## config.mk

```make
export PLATFORM = sky130hd
export DESIGN_NAME = minmax_window_ctrl
export DESIGN_NICKNAME = d
export VERILOG_FILES = /design/src/rtl/minmax_pkg.sv /design/src/rtl/minmax3_unit.sv /design/src/rtl/minmax_window_ctrl.sv
export SDC_FILE = /design/constraint.sdc
export NUM_CORES = 1
export LEC_CHECK = 0
export CAP_MARGIN = 5
export CORE_MARGIN = 4
export CORE_UTILIZATION = 51
export DETAILED_ROUTE_END_ITERATION = 10
export PLACE_DENSITY = 0.76
export SLEW_MARGIN = 15
export SYNTH_ARGS = -nofsm -noshare
export SYNTH_HDL_FRONTEND = slang
export SYNTH_HIERARCHICAL = 1
export SYNTH_SLANG_ARGS = --single-unit
```

## constraint.sdc

```tcl
create_clock -name clk -period 6.7 [get_ports clk]
set_clock_uncertainty 0.15 [all_clocks]
set_input_delay 1.34 -clock clk [delete_from_list [all_inputs] [get_ports clk]]
set_output_delay 1.34 -clock clk [all_outputs]
set_load 0.01 [all_outputs]
```

## src/rtl/minmax_pkg.sv

```systemverilog
// Shared types and constants for the windowed max/min controller.
package minmax_pkg;

  localparam int unsigned SAMPLE_W = 8;

  localparam logic [1:0] ST_EMPTY = 2'd0;
  localparam logic [1:0] ST_ACCUM = 2'd1;
  localparam logic [1:0] ST_DONE  = 2'd2;

  typedef enum logic [1:0] {
    StEmpty = ST_EMPTY,
    StAccum = ST_ACCUM,
    StDone  = ST_DONE
  } state_e;

endpackage

```

## src/rtl/minmax3_unit.sv

```systemverilog
// Combinational 3-input unsigned max/min with max-min difference.
module minmax3_unit
  import minmax_pkg::*;
(
  input  logic [SAMPLE_W-1:0] a,
  input  logic [SAMPLE_W-1:0] b,
  input  logic [SAMPLE_W-1:0] c,
  output logic [SAMPLE_W-1:0] max,
  output logic [SAMPLE_W-1:0] min,
  output logic [SAMPLE_W-1:0] diff
);

  logic [SAMPLE_W-1:0] hi_ab, lo_ab, hi, lo;

  always_comb begin
    hi_ab = (a > b) ? a : b;
    lo_ab = (a < b) ? a : b;
    hi    = (hi_ab > c) ? hi_ab : c;
    lo    = (lo_ab < c) ? lo_ab : c;
  end

  assign max  = hi;
  assign min  = lo;
  assign diff = hi - lo;

endmodule

```

## src/rtl/minmax_window_ctrl.sv

```systemverilog
// Folds accepted samples into a running max/min and publishes {max, min, diff, count}
// per window of WIN samples (or earlier on flush) over a valid/ready result port.
module minmax_window_ctrl
  import minmax_pkg::*;
#(
  parameter int unsigned WIN = 8,
  parameter int unsigned CW  = 8
) (
  input  logic                clk,
  input  logic                rst,
  input  logic [SAMPLE_W-1:0] in_data,
  input  logic                in_valid,
  output logic                in_ready,
  input  logic                flush,
  output logic [SAMPLE_W-1:0] out_max,
  output logic [SAMPLE_W-1:0] out_min,
  output logic [SAMPLE_W-1:0] out_diff,
  output logic [CW-1:0]       count_out,
  output logic                out_valid,
  input  logic                out_ready
);

  localparam logic [CW-1:0] WinC = CW'(WIN);

  state_e              state_q, state_d;
  logic [SAMPLE_W-1:0] run_max_q, run_max_d, run_min_q, run_min_d;
  logic [CW-1:0]       cnt_q, cnt_d;
  logic [SAMPLE_W-1:0] res_max_q, res_max_d, res_min_q, res_min_d, res_diff_q, res_diff_d;
  logic [CW-1:0]       res_cnt_q, res_cnt_d;

  logic [SAMPLE_W-1:0] unit_a, unit_b, unit_c, unit_max, unit_min, unit_diff;
  logic [CW-1:0]       cnt_inc;
  logic                accept, close;

  minmax3_unit u_unit (
    .a    (unit_a),
    .b    (unit_b),
    .c    (unit_c),
    .max  (unit_max),
    .min  (unit_min),
    .diff (unit_diff)
  );

  always_comb begin
    state_d    = state_q;
    run_max_d  = run_max_q;
    run_min_d  = run_min_q;
    cnt_d      = cnt_q;
    res_max_d  = res_max_q;
    res_min_d  = res_min_q;
    res_diff_d = res_diff_q;
    res_cnt_d  = res_cnt_q;
    in_ready   = (state_q != StDone);
    out_valid  = (state_q == StDone);
    accept     = in_valid && in_ready;
    cnt_inc    = cnt_q + 1'b1;
    close      = 1'b0;
    // Idle feed of run_max into c leaves the unit reporting the window as-is on a bare flush.
    unit_a     = run_max_q;
    unit_b     = run_min_q;
    unit_c     = run_max_q;

    unique case (state_q)
      StEmpty: begin
        unit_a = in_data;
        unit_b = in_data;
        unit_c = in_data;
        if (accept) begin
          run_max_d = unit_max;
          run_min_d = unit_min;
          cnt_d     = cnt_inc;
          state_d   = StAccum;
          close     = flush || (cnt_inc == WinC);
        end
      end
      StAccum: begin
        if (accept) begin
          unit_c    = in_data;
          run_max_d = unit_max;
          run_min_d = unit_min;
          cnt_d     = cnt_inc;
        end
        close = flush || (accept && (cnt_inc == WinC));
      end
      StDone: begin
        if (out_ready) begin
          state_d = StEmpty;
          cnt_d   = '0;
        end
      end
      default: state_d = StEmpty;
    endcase

    if (close) begin
      state_d    = StDone;
      res_max_d  = unit_max;
      res_min_d  = unit_min;
      res_diff_d = unit_diff;
      res_cnt_d  = accept ? cnt_inc : cnt_q;
    end
  end

  always_ff @(posedge clk) begin
    if (rst) begin
      state_q    <= StEmpty;
      run_max_q  <= '0;
      run_min_q  <= '0;
      cnt_q      <= '0;
      res_max_q  <= '0;
      res_min_q  <= '0;
      res_diff_q <= '0;
      res_cnt_q  <= '0;
    end else begin
      state_q    <= state_d;
      run_max_q  <= run_max_d;
      run_min_q  <= run_min_d;
      cnt_q      <= cnt_d;
      res_max_q  <= res_max_d;
      res_min_q  <= res_min_d;
      res_diff_q <= res_diff_d;
      res_cnt_q  <= res_cnt_d;
    end
  end

  assign out_max   = res_max_q;
  assign out_min   = res_min_q;
  assign out_diff  = res_diff_q;
  assign count_out = res_cnt_q;

endmodule

```

==> results of run 1 <==
sequential cells by signal, indices dropped and copies added (netlist names):
name	flops
out_min	8
run_max_q	8
out_diff	8
out_max	8
cnt_q	8
run_min_q	8
state_q	2
count_out	8
metrics by stage:
stage	setup TNS (ns)	power, uW	setup slack, ns	instances	instance area [sq um]
after detailed placement	-0.880	1410	-0.426	706	4900
after global routing	-0.0634	1960	-0.0634	725	5200
final	0	1830	0.224	725	5200
after global placement	-0.707	1390	-0.370	706	4900
after floorplan	0	1010	0.148	533	4020
after CTS	0	1760	0.00143	722	5110
report_power, final:
group / internal, uW / switching [uW] / total [uW] / leakage, uW
combinational: 520 / 545 / 1070 / 0.00169
clock: 190 / 143 / 333 / 0.000105
sequential: 399 / 35.6 / 434 / 0.000474
total: 1110 / 724 / 1830 / 0.00227
layout make-up:
cell class | instances | share of cell area
multi-input cells | 407 | 0.509
flip-flops and latches | 58 | 0.223
repair buffers | 108 | 0.180
clock buffers | 11 | 0.0291
inverters | 34 | 0.0245
well taps | 102 | 0.0245
clock inverters | 5 | 0.0101
layer usage:
metal	vias up	wire [um]	share of wire
li1	2048	-	-
met4	0	272	0.023
met1	1971	5360	0.46
met3	30	770	0.066
met5	-	0	0
met2	146	5220	0.45
worst paths after layout:
check               startpoint      endpoint  slack, ns  depth (start not counted)
setup / recovery    in_data[3]   out_diff[7]       0.22                         29
hold / removal    run_min_q[4]  run_min_q[4]       0.30                          2
setup reg to reg    state_q[0]   out_diff[7]       0.63                         31
hold reg to reg   run_min_q[4]  run_min_q[4]       0.30                          2
worst register-to-register path: cells and delay by family, from the launching register on:
family	cells	cell delay [ns]
AOI/OAI and AO/OA	11	1.72
and+or+nand+nor	10	1.22
adders and majority gates	3	0.84
DFF	1	0.75
buffers and inverters	4	0.65
muxes	1	0.37
xor gates and xnor gates	2	0.29
layout by cell type, fill, tap and decap left out, drive strengths merged, types with 4 or more instances in the layout:
cell type and count:
a211o 4, a21o 6, a21oi 74, and3 4
buf 63, clkbuf 11, clkdlybuf4s50 44, dfxtp 58
ha 32, inv 34, mux2 14, mux2i 5
nand2 72, nand3 33, nand4 7, nor2 26
nor2b 4, nor3 10, o21ai 63, o311a 5
xnor2 5, xor2 8
what timing repair did:
action | in CTS | in global routing
pin swaps | 1 | 7
setup buffers | 0 | 3
setup endpoints to repair | 1 | 4
gates resized for setup | 1 | 24
synthesized netlist by cell type (6+ instances only):
library cell | number | area (sq um)
buf_2 | 6 | 30.0
ha_1 | 32 | 400
o21ai_0 | 49 | 245
a21oi_1 | 66 | 330
a21oi_2 | 8 | 70.1
o21ai_2 | 6 | 52.6
mux2_2 | 13 | 146
clkbuf_1 | 22 | 82.6
a21o_1 | 6 | 45.0
dfxtp_1 | 58 | 1160
nor2_1 | 26 | 97.6
nor3_1 | 7 | 35.0
nand3_1 | 33 | 165
nand4_1 | 7 | 43.8
xor2_1 | 8 | 70.1
o21ai_1 | 8 | 40.0
inv_1 | 34 | 128
nand2_1 | 72 | 270
kinds of logic after synthesis:
logic type	after synthesis	synth area share
compound gates	171	0.257
xor+xnor	13	0.0283
fa+ha+maj	33	0.105
buf+inv	68	0.0697
flops	58	0.289
mux	19	0.0535
simple gates	171	0.199
==> results by group, run 1 <==
Status
  • Status: complete, no violations

Synthesis
  • Share of the yosys chip area belonging to registers: 0.289
  • Cell variety after synth: 54
  • Mapped Area: 0.00402 sq mm
  • Synth Register Bits: 58
  • Syn Inst Count: 533
  • Async SR Flop Fraction: 0
  • Syn nets: 579
  • Top_reg_cell synth: dfxtp_1
  • Avg Inst Size Synth: 7.55 sq um
  • Synthesis Warnings: 6
  • EDFF count, synth: 0

Clock tree
  • CTS Root Cell: clkbuf_8
  • CTS H-Tree Depth: 3
  • TritonCTS Buffers: 9
  • Skew-Pair Late Insertion Delay: 0.34 ns
  • CTS Buffer Depth: 2
  • CTS tree: built
  • TritonCTS Sinks: 58
  • Clock Pin Slew Worst Setup and Hold Paths: 0.07 ns
  • Hold Buf Count CTS: 0

Detailed routing
  • Antenna Nets Post-Route: 0
  • DRC: 0
  • Total wire length: 11600 um
  • Post-DR vias/cell: 5.79
  • DR iter-0 viols: 316
  • First-pass DRT Iterations: 5
  • Drt wl/cell: 16.0 um
  • Vias: 4195

Worst setup path
  • Largest stage delay, worst path: 0.50 ns
  • Worst-path maximum fanout: 10
  • Crit-path slowest cell: clkdlybuf4s50_1
  • Crit Path Category: in -> reg
  • CP Data Arrival Time: 6.58 ns
  • CP endpoint kind: flop
  • Top delay family on crit path: compound AO/OA/AOI/OAI gates
  • Crit path buf inv count: 4
  • Crit-path most repeated cell: o21ai_1
  • CP required: 6.81 ns
  • Startpoint Class: input port

Cells and area
  • Filler instances: 651
  • # nets final: 664
  • Share of layout cells above drive strength 1: 0.201
  • Synthesis-to-finish area growth: 29.4%
  • Register area: 0.00116 sq mm
  • Core Util, Final: 0.677
  • Multi-input logic area: 0.00265 sq mm
  • N_diodes: 0

Min path
  • Min-Delay Path Class: reg -> reg

Power and ir drop
  • Leak: 0.00227 uW
  • Peak VDD IR: 0.000320 V
  • Power Density: 352 mW/mm^2

Place
  • Post-DP HPWL: 8320 um
  • GP Congestion: 0.906
  • PortBufs: 46

STA
  • FMAX: 154 MHz
  • Post-route clock period utilization: 0.967
  • Setup violators final: 0
  • Relative slew slack: 0.300
  • Final hold viol count: 0
  • Period minus WS final: 6.48 ns
  • Worst hold slack: 0.304 ns
  • Slew Viols, Final: 0
  • Worst Tran Pin Value: 1.05 ns

Floorplan
  • Die Wd: 96.8 um
  • IO Count: 47
  • Die Ht: 96.8 um
  • DIE AREA: 0.00937 sq mm
  • Starting Density: 0.523
  • Core footprint: 0.00769 sq mm
  • Cell row count: 32

GRT
  • Met2 Use GR: 0.385
  • Antenna violations before repair: 0
  • GRT busiest layer: met2
  • Met1 Track Usage GR: 0.340
  • Gr usage total: 0.247
  • First-pass GRT wire length: 19300 um
  • Largest net degree at the start of global routing: 54
  • Vias in the first global route: 4010
  • Met3 usage: 0.0548
  • Grt ovf: 0

Job
  • Number of max-cap violations: 0
Power figures use the tool's default switching activity.
==> run 2: changes to the inputs <==
--- a/config.mk
+++ b/config.mk
@@ -10,6 +10,7 @@
 export CORE_UTILIZATION = 51
 export DETAILED_ROUTE_END_ITERATION = 10
 export PLACE_DENSITY = 0.76
+export SETUP_SLACK_MARGIN = 0.02
 export SLEW_MARGIN = 15
 export SYNTH_ARGS = -nofsm -noshare
 export SYNTH_HDL_FRONTEND = slang
==> run 2 against run 1 <==
Against the previous run:
- sequential share of layout area about the same
- core utilization hardly changed
- via count shrank 0.26%
- hold slack about the same
- global-route usage about the same
- critical path depth is the same
- final area barely moved
- maximum frequency barely moved
- largest cell class unchanged
- largest power group unchanged
==> results by group, run 2 (same netlist as run 1, synthesis figures left out) <==
Worst setup path
  • Startpoint Class: input port
  • Crit path launch: in_data[3]
  • Worst-path maximum fanout: 10 (unchanged)
  • Crit-path slowest cell: clkdlybuf4s50_1
  • CP Data Arrival Time: 6.59 ns (about the same)
  • CP endpoint kind: flop
  • Largest stage delay, worst path: 0.50 ns (about the same)
  • CP endpoint: out_diff[7]
  • FF-to-FF End: out_diff[7]
  • Reg2Reg Depth: 31 (unchanged)
  • CP required: 6.81 ns (about the same)
  • Crit-path most repeated cell: o21ai_1
  • Crit Path Category: in -> reg
  • R2R Path Start: state_q[0]
  • Worst R2R Setup Slack: 0.63 ns (about the same)

Cells and area
  • Multi-input logic area: 0.00265 sq mm (about the same)
  • Register area: 0.00116 sq mm (unchanged)
  • Filler instances: 650 (-0.15%)
  • Share of layout cells above drive strength 1: 0.202 (+0.00161)
  • Most frequent cells in the layout: nand2_1 (72), a21oi_1 (62), buf_4 (59)
  • Leading cell type in the layout, fill and taps excluded: nand2_1
  • # nets final: 664 (unchanged)
  • N_diodes: 0 (unchanged)
  • Synthesis-to-finish area growth: 29.4% (about the same)
  • Core Util, Final: 0.677 (about the same)

GRT
  • First-pass GRT wire length: 19400 um (+0.14%)
  • Gr usage total: 0.247 (+0.000301)
  • Grt ovf: 0 (unchanged)
  • Largest net degree at the start of global routing: 54 (unchanged)
  • Antenna violations before repair: 0 (unchanged)
  • Vias in the first global route: 4016 (+0.15%)

Job
  • Number of max-cap violations: 0 (unchanged)

Floorplan
  • Starting Density: 0.523 (unchanged)
  • Cell row count: 32 (unchanged)
  • Core footprint: 0.00769 sq mm (unchanged)
  • Die Wd: 96.8 um (unchanged)
  • Die Ht: 96.8 um (unchanged)
  • DIE AREA: 0.00937 sq mm (unchanged)
  • IO Count: 47 (unchanged)

Clock tree
  • TritonCTS Sinks: 58 (unchanged)
  • Skew-Pair Late Insertion Delay: 0.34 ns (about the same)
  • CTS H-Tree Depth: 3 (unchanged)
  • CTS Buffer Depth: 2 (unchanged)
  • CTS tree: built
  • TritonCTS Buffers: 9 (unchanged)
  • CTS Root Cell: clkbuf_8
  • Clock Pin Slew Worst Setup and Hold Paths: 0.07 ns (about the same)

Place
  • GP Congestion: 0.906 (unchanged)
  • Post-DP HPWL: 8320 um (unchanged)
  • Pre-CTS setup slack: -0.426 ns (unchanged)
  • PortBufs: 46 (unchanged)

STA
  • Worst Tran Pin Value: 1.06 ns (+0.00627 ns)
  • Worst hold slack: 0.304 ns (+0.000157 ns)
  • Post-route clock period utilization: 0.967 (about the same)
  • FMAX: 154 MHz (about the same)
  • Setup ws final: 0.218 ns (-0.00634 ns)
  • Period minus WS final: 6.48 ns (+0.00633 ns)
  • Setup violators final: 0 (unchanged)
  • Relative slew slack: 0.296 (-0.00418)
  • Slew Viols, Final: 0 (unchanged)
  • Final hold viol count: 0 (unchanged)

Detailed routing
  • DR WL met3: 708 um (-8.1%)
  • First-pass DRT Iterations: 5 (unchanged)
  • Total wire length: 11700 um (+0.38%)
  • Post-DR vias/cell: 5.77 (-0.26%)
  • DRC: 0 (unchanged)
  • Met2 Wirelength: 5240 um (+0.42%)
  • Antenna Nets Post-Route: 0 (unchanged)
  • DR iter-0 viols: 324 (+2.5%)
  • Drt wl/cell: 16.1 um (+0.38%)
  • Highest Signal Layer: met4
  • Vias: 4184 (-0.26%)
  • Wl on met1: 5440 um (+1.5%)

Power and ir drop
  • Peak VDD IR: 0.000318 V (-0.55%)
  • Power Density: 352 mW/mm^2 (-0.15%)
  • Leak: 0.00226 uW (about the same)

Status
  • Status: complete, no violations

Min path
  • Min-Delay Path Class: reg -> reg
  • WHS Path Cells: 2 (unchanged)
-- run 2: cell types whose count changed in the layout (fill, tap and decap cells not counted) --
cell	delta
ha_1	-1
ha_2	+1
-- run 2: worst min path at each step --
stage | from | end | slack [ns]
2_1_floorplan | run_min_q[0] | run_min_q[0] | 0.28
3_3_place_gp | run_min_q[4] | run_min_q[4] | 0.29
3_5_place_dp | run_min_q[4] | run_min_q[4] | 0.29
4_1_cts | run_min_q[4] | run_min_q[4] | 0.30
5_1_grt | run_min_q[7] | run_min_q[7] | 0.32
6_report | run_min_q[4] | run_min_q[4] | 0.30
-- run 2: metal layers --
layer / vias up / track usage
met5: - / 0
met1: 1976 / 0.340
li1: 2048 / -
met2: 130 / 0.386
met3: 30 / 0.0548
met4: 0 / 0.0724
-- run 2: layout make-up --
cell class / instances / area share
tap: 102 / 0.0245
inverter: 34 / 0.0245
clock inverter: 5 / 0.0101
clock buffer: 11 / 0.0291
multi-input combinational: 407 / 0.509
sequential: 58 / 0.223
timing repair buffer: 108 / 0.180
-- run 2: per-stage QoR --
| stage | area, sq um | std cells | TNS [ns] | power [uW] |
|---|---|---|---|---|
| final | 5210 | 725 | 0 | 1830 |
| after global routing | 5210 | 725 | -0.0414 | 1960 |
| after CTS | 5110 | 722 | 0 | 1760 |
| after detailed placement | 4900 | 706 | -0.880 | 1410 |
| after global placement | 4900 | 706 | -0.707 | 1390 |
| after floorplan | 4020 | 533 | 0 | 1010 |
-- run 2: timing repair --
| item | CTS | global route |
|---|---|---|
| gates cloned | 0 | 0 |
| gates resized for setup | 2 | 24 |
| pin swaps | 1 | 7 |
| hold buffers | 0 | 0 |
| setup endpoints to repair | 1 | 4 |
| buffers inserted | 0 | 3 |
-- run 2: where the power goes --
part	internal (uW)	total (uW)	leakage, uW	switching [uW]
sequential	399	434	0.000474	35.5
combinational	520	1060	0.00169	544
clock	190	332	0.000105	142
-- run 2: critical path, delay by kind of cell --
kind,cells,cell delay (ns)
AOI/OAI and AO/OA,11,1.72
xor gates and xnor gates,2,0.29
adders and majority gates,3,0.92
buffers and inverters,4,0.95
muxes,1,0.37
and+or+nand+nor,8,1.00
